==> src/rtl/seq_det_pkg.sv <==
// Shared definitions for the serial pattern detector: state encoding and
// default widths used by seq_det_core, seq_det_if and seq_det_ctrl.
package seq_det_pkg;

   localparam int DEF_PAT_W = 4;
   localparam int DEF_CNT_W = 8;

   typedef enum logic [1:0] {
      ST_IDLE  = 2'b00,
      ST_ARMED = 2'b01,
      ST_DONE  = 2'b10
   } state_t;

endpackage

==> src/rtl/seq_det_if.sv <==
// Control/data bundle of the pattern detector. The slave side is the
// detector itself, the master side is whoever configures and feeds it.
interface seq_det_if
   import seq_det_pkg::*;
#(
   parameter int PAT_W = DEF_PAT_W,
   parameter int CNT_W = DEF_CNT_W
);
   logic             cfg_we;
   logic [PAT_W-1:0] cfg_pattern;
   logic [CNT_W-1:0] cfg_target;
   logic             start;
   logic             abort;
   logic             in_valid;
   logic             in_bit;
   logic             done_ack;
   logic             det;
   logic             busy;
   logic             done;
   logic [CNT_W-1:0] match_count;

   modport master (
      output cfg_we, cfg_pattern, cfg_target, start, abort,
             in_valid, in_bit, done_ack,
      input  det, busy, done, match_count
   );

   modport slave (
      input  cfg_we, cfg_pattern, cfg_target, start, abort,
             in_valid, in_bit, done_ack,
      output det, busy, done, match_count
   );
endinterface

==> src/rtl/seq_det_core.sv <==
// History shift register, fill counter and pattern comparator.
// match_o is combinational and refers to the bit being shifted in this cycle.
// Build option SEQ_DET_NONOVERLAP_EN: a match empties the fill counter so
// the next match needs PAT_W fresh bits (default: overlapping detection).
module seq_det_core
   import seq_det_pkg::*;
#(
   parameter int PAT_W = DEF_PAT_W
) (
   input  logic             clk,
   input  logic             reset,
   input  logic             clr_i,
   input  logic             shift_i,
   input  logic             bit_i,
   input  logic [PAT_W-1:0] pattern_i,
   output logic             match_o
);
   localparam int FILL_W = $clog2(PAT_W + 1);
   localparam logic [FILL_W-1:0] FILL_FULL = FILL_W'(PAT_W);

   logic [PAT_W-1:0]  hist_q, hist_d;
   logic [FILL_W-1:0] fill_q, fill_d, fill_inc;

   // Post-shift history, saturating fill count and match decision.
   always_comb begin
      hist_d   = {hist_q[PAT_W-2:0], bit_i};
      fill_inc = (fill_q == FILL_FULL) ? fill_q : fill_q + 1'b1;
      match_o  = shift_i && (fill_inc == FILL_FULL) && (hist_d == pattern_i);
      fill_d   = fill_inc;
`ifdef SEQ_DET_NONOVERLAP_EN
      if (match_o) begin
         fill_d = '0;
      end
`endif
   end

   // History and fill only move on qualified bits; start wipes them.
   always_ff @(posedge clk) begin
      if (reset || clr_i) begin
         hist_q <= '0;
         fill_q <= '0;
      end else if (shift_i) begin
         hist_q <= hist_d;
         fill_q <= fill_d;
      end
   end
endmodule

==> src/rtl/seq_det_ctrl.sv <==
// Serial pattern detector top: IDLE/ARMED/DONE control FSM, configuration
// registers and saturating match counter around seq_det_core.
// Build option SEQ_DET_NONOVERLAP_EN selects non-overlapping detection.
module seq_det_ctrl
   import seq_det_pkg::*;
#(
   parameter int PAT_W = DEF_PAT_W,
   parameter int CNT_W = DEF_CNT_W
) (
   input logic      clk,
   input logic      reset,
   seq_det_if.slave bus_io
);
   state_t           state_q;
   logic [PAT_W-1:0] pattern_q;
   logic [CNT_W-1:0] target_q;
   logic [CNT_W-1:0] count_q, count_inc_d;
   logic             det_q;
   logic             clr_d, shift_d, match_d;

   // Qualify core strobes with state; abort suppresses everything.
   always_comb begin
      clr_d       = (state_q == ST_IDLE) && bus_io.start && !bus_io.abort;
      shift_d     = (state_q == ST_ARMED) && bus_io.in_valid && !bus_io.abort;
      count_inc_d = (count_q == '1) ? count_q : count_q + 1'b1;
   end

   seq_det_core #(.PAT_W(PAT_W)) u_core (
      .clk       (clk),
      .reset     (reset),
      .clr_i     (clr_d),
      .shift_i   (shift_d),
      .bit_i     (bus_io.in_bit),
      .pattern_i (pattern_q),
      .match_o   (match_d)
   );

   // Control FSM with registered det pulse, configuration and counter.
   always_ff @(posedge clk) begin
      if (reset) begin
         state_q   <= ST_IDLE;
         pattern_q <= '0;
         target_q  <= '0;
         count_q   <= '0;
         det_q     <= 1'b0;
      end else begin
         det_q <= 1'b0;
         case (state_q)
            ST_IDLE: begin
               if (!bus_io.abort) begin
                  if (bus_io.cfg_we) begin
                     pattern_q <= bus_io.cfg_pattern;
                     target_q  <= bus_io.cfg_target;
                  end
                  if (bus_io.start) begin
                     count_q <= '0;
                     state_q <= ST_ARMED;
                  end
               end
            end
            ST_ARMED: begin
               if (bus_io.abort) begin
                  state_q <= ST_IDLE;
               end else if (match_d) begin
                  det_q   <= 1'b1;
                  count_q <= count_inc_d;
                  if ((target_q != '0) && (count_inc_d == target_q)) begin
                     state_q <= ST_DONE;
                  end
               end
            end
            ST_DONE: begin
               if (bus_io.abort || bus_io.done_ack) begin
                  state_q <= ST_IDLE;
               end
            end
            default: state_q <= ST_IDLE;
         endcase
      end
   end

   assign bus_io.det         = det_q;
   assign bus_io.busy        = (state_q == ST_ARMED);
   assign bus_io.done        = (state_q == ST_DONE);
   assign bus_io.match_count = count_q;
endmodule
==> src/flat_wrapper.sv <==
// flat-port wrapper written by rule: the top's interface ports become plain ports
module seq_det_ctrl_flat import seq_det_pkg::*;
#(
   parameter int PAT_W = DEF_PAT_W,
   parameter int CNT_W = DEF_CNT_W
)
  (clk, reset, bus_io_cfg_we, bus_io_cfg_pattern, bus_io_cfg_target, bus_io_start, bus_io_abort, bus_io_in_valid, bus_io_in_bit, bus_io_done_ack, bus_io_det, bus_io_busy, bus_io_done, bus_io_match_count);
  seq_det_if #(.PAT_W(PAT_W), .CNT_W(CNT_W)) bus_io_i ();
  input logic clk;
  input logic reset;
  input wire logic [$bits(bus_io_i.cfg_we)-1:0] bus_io_cfg_we;
  input wire logic [$bits(bus_io_i.cfg_pattern)-1:0] bus_io_cfg_pattern;
  input wire logic [$bits(bus_io_i.cfg_target)-1:0] bus_io_cfg_target;
  input wire logic [$bits(bus_io_i.start)-1:0] bus_io_start;
  input wire logic [$bits(bus_io_i.abort)-1:0] bus_io_abort;
  input wire logic [$bits(bus_io_i.in_valid)-1:0] bus_io_in_valid;
  input wire logic [$bits(bus_io_i.in_bit)-1:0] bus_io_in_bit;
  input wire logic [$bits(bus_io_i.done_ack)-1:0] bus_io_done_ack;
  output wire logic [$bits(bus_io_i.det)-1:0] bus_io_det;
  output wire logic [$bits(bus_io_i.busy)-1:0] bus_io_busy;
  output wire logic [$bits(bus_io_i.done)-1:0] bus_io_done;
  output wire logic [$bits(bus_io_i.match_count)-1:0] bus_io_match_count;
  assign bus_io_i.cfg_we = bus_io_cfg_we;
  assign bus_io_i.cfg_pattern = bus_io_cfg_pattern;
  assign bus_io_i.cfg_target = bus_io_cfg_target;
  assign bus_io_i.start = bus_io_start;
  assign bus_io_i.abort = bus_io_abort;
  assign bus_io_i.in_valid = bus_io_in_valid;
  assign bus_io_i.in_bit = bus_io_in_bit;
  assign bus_io_i.done_ack = bus_io_done_ack;
  assign bus_io_det = bus_io_i.det;
  assign bus_io_busy = bus_io_i.busy;
  assign bus_io_done = bus_io_i.done;
  assign bus_io_match_count = bus_io_i.match_count;
  seq_det_ctrl #(.PAT_W(PAT_W), .CNT_W(CNT_W)) u_core (.clk(clk), .reset(reset), .bus_io(bus_io_i));
endmodule
==> config.mk <==
export PLATFORM = sky130hd
export DESIGN_NAME = seq_det_ctrl_flat
export DESIGN_NICKNAME = d
export VERILOG_FILES = /design/src/rtl/seq_det_pkg.sv /design/src/rtl/seq_det_if.sv /design/src/rtl/seq_det_core.sv /design/src/rtl/seq_det_ctrl.sv /design/src/flat_wrapper.sv
export SDC_FILE = /design/constraint.sdc
export NUM_CORES = 1
export LEC_CHECK = 0
export BUFFER_PORTS_ARGS = -buffer_cell sky130_fd_sc_hd__buf_2
export CAP_MARGIN = 20
export CELL_PAD_IN_SITES_DETAIL_PLACEMENT = 1
export CELL_PAD_IN_SITES_GLOBAL_PLACEMENT = 2
export CORE_MARGIN = 2
export CORE_UTILIZATION = 34
export DETAILED_ROUTE_END_ITERATION = 10
export PLACE_DENSITY_LB_ADDON = 0.15
export SYNTH_ARGS = -nofsm -noshare
export SYNTH_HDL_FRONTEND = slang
export SYNTH_HIERARCHICAL = 1
export SYNTH_SLANG_ARGS = --single-unit
export TNS_END_PERCENT = 50
==> constraint.sdc <==
create_clock -name clk -period 4.5 [get_ports clk]
set_clock_uncertainty 0.2 [all_clocks]
set_input_delay 1.125 -clock clk [delete_from_list [all_inputs] [get_ports clk]]
set_output_delay 1.125 -clock clk [all_outputs]
set_load 0.02 [all_outputs]
==> impl_results.md, run 1 <==
* Clock buffer depth at 2
* Cell count after synthesis at 210
* Post-synth top area share at 0.3460
* Synth top area cells: dfxtp_1 (35%), nand2_1 (7.6%), a21oi_1 (6.3%), xnor2_1 (5.2%), mux2i_1 (4.8%)
* Largest net degree at the start of global routing at 19
* Count of final hold-check violations at 0
* Distinct cells, synth at 47
* First-pass GRT wire length at between 7 and 8 mm
* Die ar. at about 0.0055 sq mm
* Final core occ at 0.4158
* Area of the multi-input gates at ~0.001 sq mm
* Die X at roughly 74 um
* Yosys top cell by area: dfxtp_1
* Largest fanout on the critical path at 9
* Synth Net Count at between 200 and 250
* Pre-CTS WS at between 0.8 and 0.9 ns
* Vias in the first global route at between 1.5k and 2k
* H-tree depth at 2
* DP Area at 0.001861 sq mm
* Cell Chain, Critical Path: buf_2, nor2_1, and3_1, nand3b_1, a211oi_2, nand4b_1, or4_1, o21ai_1
* Main flop type after synthesis: dfxtp_1
* CP Buf/Inv Count at 1
* Post-route cell area at between 0.0015 and 0.002 sq mm
* Crit start category: input port
* Initial core utilization at 0.3529
* 1st-iter DRT viols at 38
* RePlAce Congestion at ~0.77
* Via density at 5.111
* Worst path required time at roughly 4.5 ns
* FILL cells at 616
* Antenna cells at 0
* Clock Latency Late Sink at approximately 0.27 ns
* Final min period at roughly 3.4 ns
* Post-DRT Antenna Nets at 0
* FF-to-FF path depth at 7
* Setup TNS at 0 ns
* Remaining Overflow, GRT at 0
* Placed wire-length estimate at 3.285 mm
* Least-Margin Pin Slew at ~0.65 ns
* Area Growth Syn to Fin at 17.82%
* Leak at about 0.74 nW
* EDFF count, synth at 0
* Post-CTS Setup Bufs at 0
* Number of hold buffers added after CTS at 0
* DR DRC count at 0
* Fmax at ~300 MHz
* Ys async rst share at 0
* Clock Sinks at 29
* Core ar. at roughly 0.0048 sq mm
* Routed len/inst at about 14 um
* Die Y at around 74 um
* IO buf count at 30
* Met3 wire len at roughly 130 um
* Final net count at 260
* CTS clk-pin slew, worst paths at 0.06 ns
* 1st-pass router iterations at 4
* Synthesis warning total at 6
* Sequential standard cell area at between 500 and 600 sq um
* Worst reg2reg setup slack at ~1.4 ns
* Period utilisation layout at 0.7591
* Setup violators final at 0
* Layout cell share with drive strength beyond 1 at 0.2017
* Slew Limit Fails at 0
* RR Endpoint: u_core/state_q[0]
* HP Class: reg2reg
* WP data arrival at around 3.4 ns
* Max incr delay on CP at around 0.63 ns
* Crit path from: bus_io_abort
* Vias at 1559
* Max rail drop VDD at ~0.12 mV
* Root Buffer: clkbuf_8
* CP Class: in2reg
* CP endpoint kind: flip-flop
* Relative slew slack at 0.5642
* Syn Area/Cell at 7.990 sq um
* Metal1 wirelength at around 2.2 mm
* Reg-to-reg startpoint: u_core/bus_io.match_count[0]
* CP max-delay cell: or4_1
* Top delay family on crit path: simple AND/OR/NAND/NOR gates
* Outcome: completed
* Ports at 31
* Gr usage total at 0.1710
* # rows at 25
* Met2 routed WL at around 2.1 mm
* Critical path depth at 8
* Max Cap Viol at 0
* PostCTS Resize Cnt at 0
* CTS tree: yes
* Worst Setup EP: u_core/state_q[1]
* PD cells at 299.7 mW/mm^2
* Final worst setup slack at ~1.1 ns
* Initial antenna violation count at 0
* Unrepaired setup endpoints after global routing: false
* Mapped Area at around 0.0017 sq mm
* CTS Buf Count at 5
* Highest metal used: met4
* Number of synthesized register bits at 29
* Sequential element share of the synthesized area at 0.3460
* DRT Wirelength at around 4.4 mm
## tightest hold or removal path, delay by kind of cell (launching register included)
family,cells,cell delay [ns]
AND/OR/NAND/NOR,1,0.06
flip-flops,1,0.32
AO/OA/AOI/OAI,1,0.05
## sequential cells by signal (all words and copies together), names as in the netlist
name and cells:
u_core/pattern_q 4, u_core/u_core/fill_q 3, u_core/target_q 8, u_core/bus_io.det 1, u_core/u_core/hist_q 3, u_core/bus_io.match_count 8, u_core/state_q 2
## power by group
part	switching (mW)	total (mW)	internal, mW
logic	0.0241	0.0442	0.0201
clock network	0.0988	0.279	0.180
registers	0.00683	0.269	0.262
total	0.130	0.593	0.463
## routing by layer
metal  track usage  vias up
li1              -      795
met1        0.2263      731
met2        0.2748       29
met3       0.04336        4
met4       0.05357        0
met5             0        -
## metrics by stage
step	total power, mW	hold slack, ns	std cells
6_report	0.5926	0.2775	305
5_1_grt	0.6203	0.2959	305
4_1_cts	0.6028	0.2805	305
3_5_place_dp	0.3195	0.2718	297
3_3_place_gp	0.3176	0.2648	297
2_1_floorplan	0.3029	0.2496	210
## logic make-up after synthesis
logic type,share of synthesized area
fa+ha+maj,0.02237
compound gates,0.1805
mux,0.06115
buf+inv,0.04847
simple gates,0.2789
xor+xnor,0.06264
flops,0.3460
## synth_stat cells, types with 3 or more instances
| master | number |
|---|---|
| nor2_1 | 17 |
| o21ai_1 | 3 |
| dfxtp_1 | 29 |
| nand2_1 | 34 |
| nand3_1 | 6 |
| ha_1 | 3 |
| o21ai_0 | 11 |
| nor2b_1 | 3 |
| xnor2_1 | 10 |
| nand3b_1 | 3 |
| a21oi_1 | 21 |
| nor3_1 | 6 |
| clkbuf_1 | 6 |
| mux2i_1 | 8 |
| inv_1 | 7 |
## worst min path at each step
stage | from | end | slack (ns) | cells after the start
after floorplan | u_core/pattern_q[0] | u_core/pattern_q[0] | 0.25 | 2
after global placement | u_core/pattern_q[1] | u_core/pattern_q[1] | 0.26 | 2
after detailed placement | u_core/pattern_q[2] | u_core/pattern_q[2] | 0.27 | 2
after CTS | u_core/pattern_q[2] | u_core/pattern_q[2] | 0.28 | 2
after global routing | u_core/pattern_q[2] | u_core/pattern_q[2] | 0.30 | 2
final | u_core/pattern_q[0] | u_core/pattern_q[0] | 0.28 | 2
## layout by cell type, fill, tap and decap left out, types with 2 or more instances in the layout
master    netlist  layout
a22oi_1         2       2
nor2b_1         3       3
buf_2           2      30
o21a_1          2       2
nor3_1          6       6
a31oi_1         2       2
nor2_1         17      17
mux2i_1         8       8
xnor2_1        10      10
nand2_1        34      34
inv_1           7       7
nand3b_1        3       3
o22ai_1         2       2
xor2_1          2       2
o21ai_0        11      11
and2_1          2       2
nor4_1          2       2
nand3_1         6       6
o21ai_1         3       3
ha_1            3       3
mux2_2          2       2
a21oi_1        21      21
or4_1           2       2
dfxtp_1        29      29
and4_2          2       2
clkbuf_8        0       6
## cell type report
cell class	instances	area share
multi-input combinational	163	0.5139
sequential	29	0.2937
timing repair buffer	30	0.07595
clock buffer	7	0.04367
tap	67	0.04240
clock inverter	1	0.01519
inverter	8	0.01519
No activity file was read; power rests on OpenSTA's default activity.
==> run 2, diff against run 1 <==
Settings changed: ABC_AREA from default to 1, CORE_UTILIZATION 34 to 27.
Clock period 4.5 ns to 3 ns, I/O delays scaled along.
==> run 2 against run 1 <==
Against the previous run: via count is 6.7% higher; clock power grew 16%; final area up 1.3%; cell count up 18%; largest cell class unchanged; first-iteration DRC count increased to 2.6 times the previous value; combinational power rose by 100%; area after synthesis is 0.75% higher; sequential power grew 51%; power increased by 39%; sequential share of layout area fell by 0.39 points; count of clock-buffer cells in the layout is the same; critical endpoint is now u_core/bus_io.match_count[6].
==> impl_results.md, run 2 <==
* Outcome: completed
* Routed len/inst at 12.54 um (-13%)
* Relative slew slack at 0.5014 (-0.06281)
* Cell Chain, Critical Path: inv_1, ha_1, inv_1, nand2_1, nor2_1, nand2_1, nor2_1, nor2_1, nor3_1, inv_1, a32o_1
* Count leader, synth: nand2_1
* Post-synth top area share at 0.3434 (-0.002561)
* CP endpoint kind: flip-flop
* Root Buffer: clkbuf_8
* Leading cell type in the layout, fill and taps excluded: nand2_1
* Crit start category: flip-flop
* Post-synthesis compound-gate area fraction at 0.1547 (-0.02576)
* Fmax at 437.3 MHz
* Reg-to-reg startpoint: u_core/u_core/fill_q[0]
* Max rail drop VDD at 0.1707 mV (+44%)
* Max Cap Viol at 0 (unchanged)
* Die X at 83.13 um (+12%)
* Logic pwr share at 0.109 (+0.034)
* Synth Net Count at 276 (+18%)
* Least-Margin Pin Slew at 0.7458 ns (+0.09213 ns)
* Sequential element share of the synthesized area at 0.3434 (-0.002561)
* RR Endpoint: u_core/bus_io.match_count[6]
* Antenna cells at 0 (unchanged)
* DRT Wirelength at 4.527 mm (+2.8%)
* Die ar. at 0.006910 sq mm (+25%)
* Commonest non-fill, non-tap cells in the layout: nand2_1 (60), inv_1 (39), nor2_1 (32)
* H-tree depth at 2 (unchanged)
* DR DRC count at 0 (unchanged)
* PostCTS Resize Cnt at 0 (unchanged)
* Clock Latency Late Sink at 0.28 ns (about the same)
* Main combinational cell family by area after synthesis: simple AND/OR/NAND/NOR gates
* Syn Area/Cell at 6.681 sq um (-16%)
* Vias at 1663 (+6.7%)
* Critical path depth at 11 (+3)
* Max incr delay on CP at 0.36 ns (-0.27 ns)
* CTS Buf Count at 5 (unchanged)
* Via density at 4.607 (-9.9%)
* Mapped Area at 0.001690 sq mm (+0.75%)
* Clk network pwr share at 0.396 (-0.075)
* Top cells by count, synth: nand2_1 (60), inv_1 (39), nor2_1 (32)
* WP data arrival at 2.25 ns (-1.18 ns)
* Synthesis warning total at 6 (unchanged)
* 1st-iter DRT viols at 97 (+160%)
* Final min period at roughly 2.3 ns
* Unrepaired setup endpoints after global routing: false
* Gr usage total at 0.1355 (-0.03553)
* Ports at 31 (unchanged)
* Design internal power at 0.6138 mW (+33%)
* Sw frac at 0.2522 (+0.03325)
* Leak at 0.9747 nW (+31%)
* Ys async rst share at 0 (unchanged)
* CP Class: reg2reg
* IO buf count at 30 (unchanged)
* Yosys top cell by area: dfxtp_1
* Clock buffer depth at 2 (unchanged)
* Layout cell share with drive strength beyond 1 at 0.1853 (-0.01637)
* Post-Synth XOR/XNOR Area at 0.005181 (-0.05746)
* Simple-gate area share of the yosys netlist at 0.3620 (+0.08306)
* Synth top area cells: dfxtp_1 (34%), nand2_1 (13%), inv_1 (8.7%), nor2_1 (7.1%), nand3_1 (5.0%)
* Count of final hold-check violations at 0 (unchanged)
* Setup violators final at 0 (unchanged)
* Remaining Overflow, GRT at 0 (unchanged)
* Post-CTS Setup Bufs at 0 (unchanged)
* Net Sw Power at 0.2070 mW (+60%)
* Die Y at 83.13 um (+12%)
* PD cells at 409.8 mW/mm^2 (+37%)
* Distinct cells, synth at 31 (-34%)
* Period utilisation layout at 0.7622
* Cell count after synthesis at 253 (+20%)
* Seq pwr share at 0.496 (+0.042)
* Largest net degree at the start of global routing at 22 (+3)
* Number of hold buffers added after CTS at 0 (unchanged)
* EDFF count, synth at 0 (unchanged)
* Top delay family on crit path: simple AND/OR/NAND/NOR gates
* Final core occ at 0.3344 (-0.08141)
* Final net count at 309 (+19%)
* Vias in the first global route at 1620 (+6.7%)
* Setup TNS at 0 ns (unchanged)
* HP Class: reg2reg
* Core ar. at 0.005991 sq mm (+26%)
* Number of synthesized register bits at 29 (unchanged)
* 1st-pass router iterations at 4 (unchanged)
* Initial antenna violation count at 0 (unchanged)
* Area Growth Syn to Fin at 18.50%
* Worst reg2reg setup slack at 0.71 ns (-0.73 ns)
* Crit path from: u_core/u_core/fill_q[0]
* CTS clk-pin slew, worst paths at 0.06 ns (about the same)
* FF-to-FF path depth at 11 (+4)
* FILL cells at 807 (+31%)
* Initial core utilization at 0.2822 (-0.07073)
* Slew Limit Fails at 0 (unchanged)
* Adder-Cell Fraction of Synth Area at 0.02221 (-0.0001656)
* Main flop type after synthesis: dfxtp_1
* CP Buf/Inv Count at 3 (+2)
* Post-DRT Antenna Nets at 0 (unchanged)
* Worst Setup EP: u_core/bus_io.match_count[6]
* RePlAce Congestion at 0.7387 (-3.8%)
* CP max-delay cell: dfxtp_1
* First-pass GRT wire length at 7.783 mm (+6.6%)
* Sequential standard cell area at 580.6 sq um (unchanged)
* Area of the multi-input gates at 919.6 sq um (-9.5%)
* Tot Pwr at 0.8209 mW (+39%)
* Mux cell area share after synthesis at 0 (-0.06115)
* # rows at 28 (+12%)
* Placed wire-length estimate at 3.629 mm (+10%)
* CTS tree: yes
* Largest fanout on the critical path at 6 (-3)
* Worst path required time at 2.97 ns (-1.54 ns)
* Clock Sinks at 29 (unchanged)
==> run 2: cell types whose count changed after synthesis, sizes merged, moves of 7 or more <==
cell	change
nand3	+14
inv	+35
nand2	+30
a21oi	-7
xnor2	-9
nor2	+17
mux2i	-8
==> run 2: worst min path at each step <==
stage                                       start                      end  depth (start not counted)
after global routing          u_core/pattern_q[2]      u_core/pattern_q[2]                          2
final                     u_core/u_core/fill_q[1]  u_core/u_core/fill_q[1]                          2
after global placement        u_core/pattern_q[1]      u_core/pattern_q[1]                          2
after CTS                      u_core/target_q[5]       u_core/target_q[5]                          2
after detailed placement       u_core/target_q[5]       u_core/target_q[5]                          2
after floorplan               u_core/pattern_q[1]      u_core/pattern_q[1]                          2
==> run 2: final cells by class <==
| class | instances | share of cell area |
|---|---|---|
| clock buffer | 7 | 0.04310 |
| inverter | 42 | 0.07870 |
| multi-input combinational | 176 | 0.4591 |
| sequential | 29 | 0.2898 |
| tap | 75 | 0.04685 |
| timing repair buffer | 32 | 0.08245 |
==> run 2: per-layer routing <==
metal | global-route usage | part of all wire | vias up
met5 | 0 | 0 | -
met4 | 0.03577 | 0.0082 | 0
met3 | 0.03082 | 0.042 | 4
li1 | - | - | 878
met1 | 0.2095 | 0.56 | 749
met2 | 0.1855 | 0.39 | 32
==> run 2: worst min-delay path, delay by kind of cell (launching register included) <==
kind,cells,cell delay (ns)
DFF,1,0.32
AOI/OAI and AO/OA,1,0.05
and+or+nand+nor,1,0.08
==> run 2: logic make-up (layout without fill, tap and decap cells) <==
group / count (synthesis) / count (layout)
fa+ha+maj: 3 / 3
simple gates: 130 / 130
flops: 29 / 29
buf+inv: 48 / 81
compound gates: 42 / 42
xor+xnor: 1 / 1
==> run 2: stage by stage <==
| step | instance area (sq um) | setup slack [ns] | instances | hold WS [ns] |
|---|---|---|---|---|
| final | 2003 | 0.7133 | 361 | 0.3020 |
| after global routing | 2003 | 0.4487 | 361 | 0.3428 |
| after CTS | 2003 | 0.6749 | 361 | 0.3098 |
| after detailed placement | 1917 | 0.4930 | 354 | 0.3003 |
| after global placement | 1917 | 0.5428 | 354 | 0.2908 |
| after floorplan | 1690 | 0.5992 | 253 | 0.2550 |
==> run 2: power by group through the flow <==
stage / Combinational, mW / Clock (mW) / Sequential, mW
global route: 0.105 / 0.361 / 0.409
finish: 0.0891 / 0.325 / 0.407
detailed placement: 0.0908 / 0 / 0.416
CTS: 0.0911 / 0.342 / 0.407
global placement: 0.0906 / 0 / 0.415
floorplan: 0.0606 / 0 / 0.413
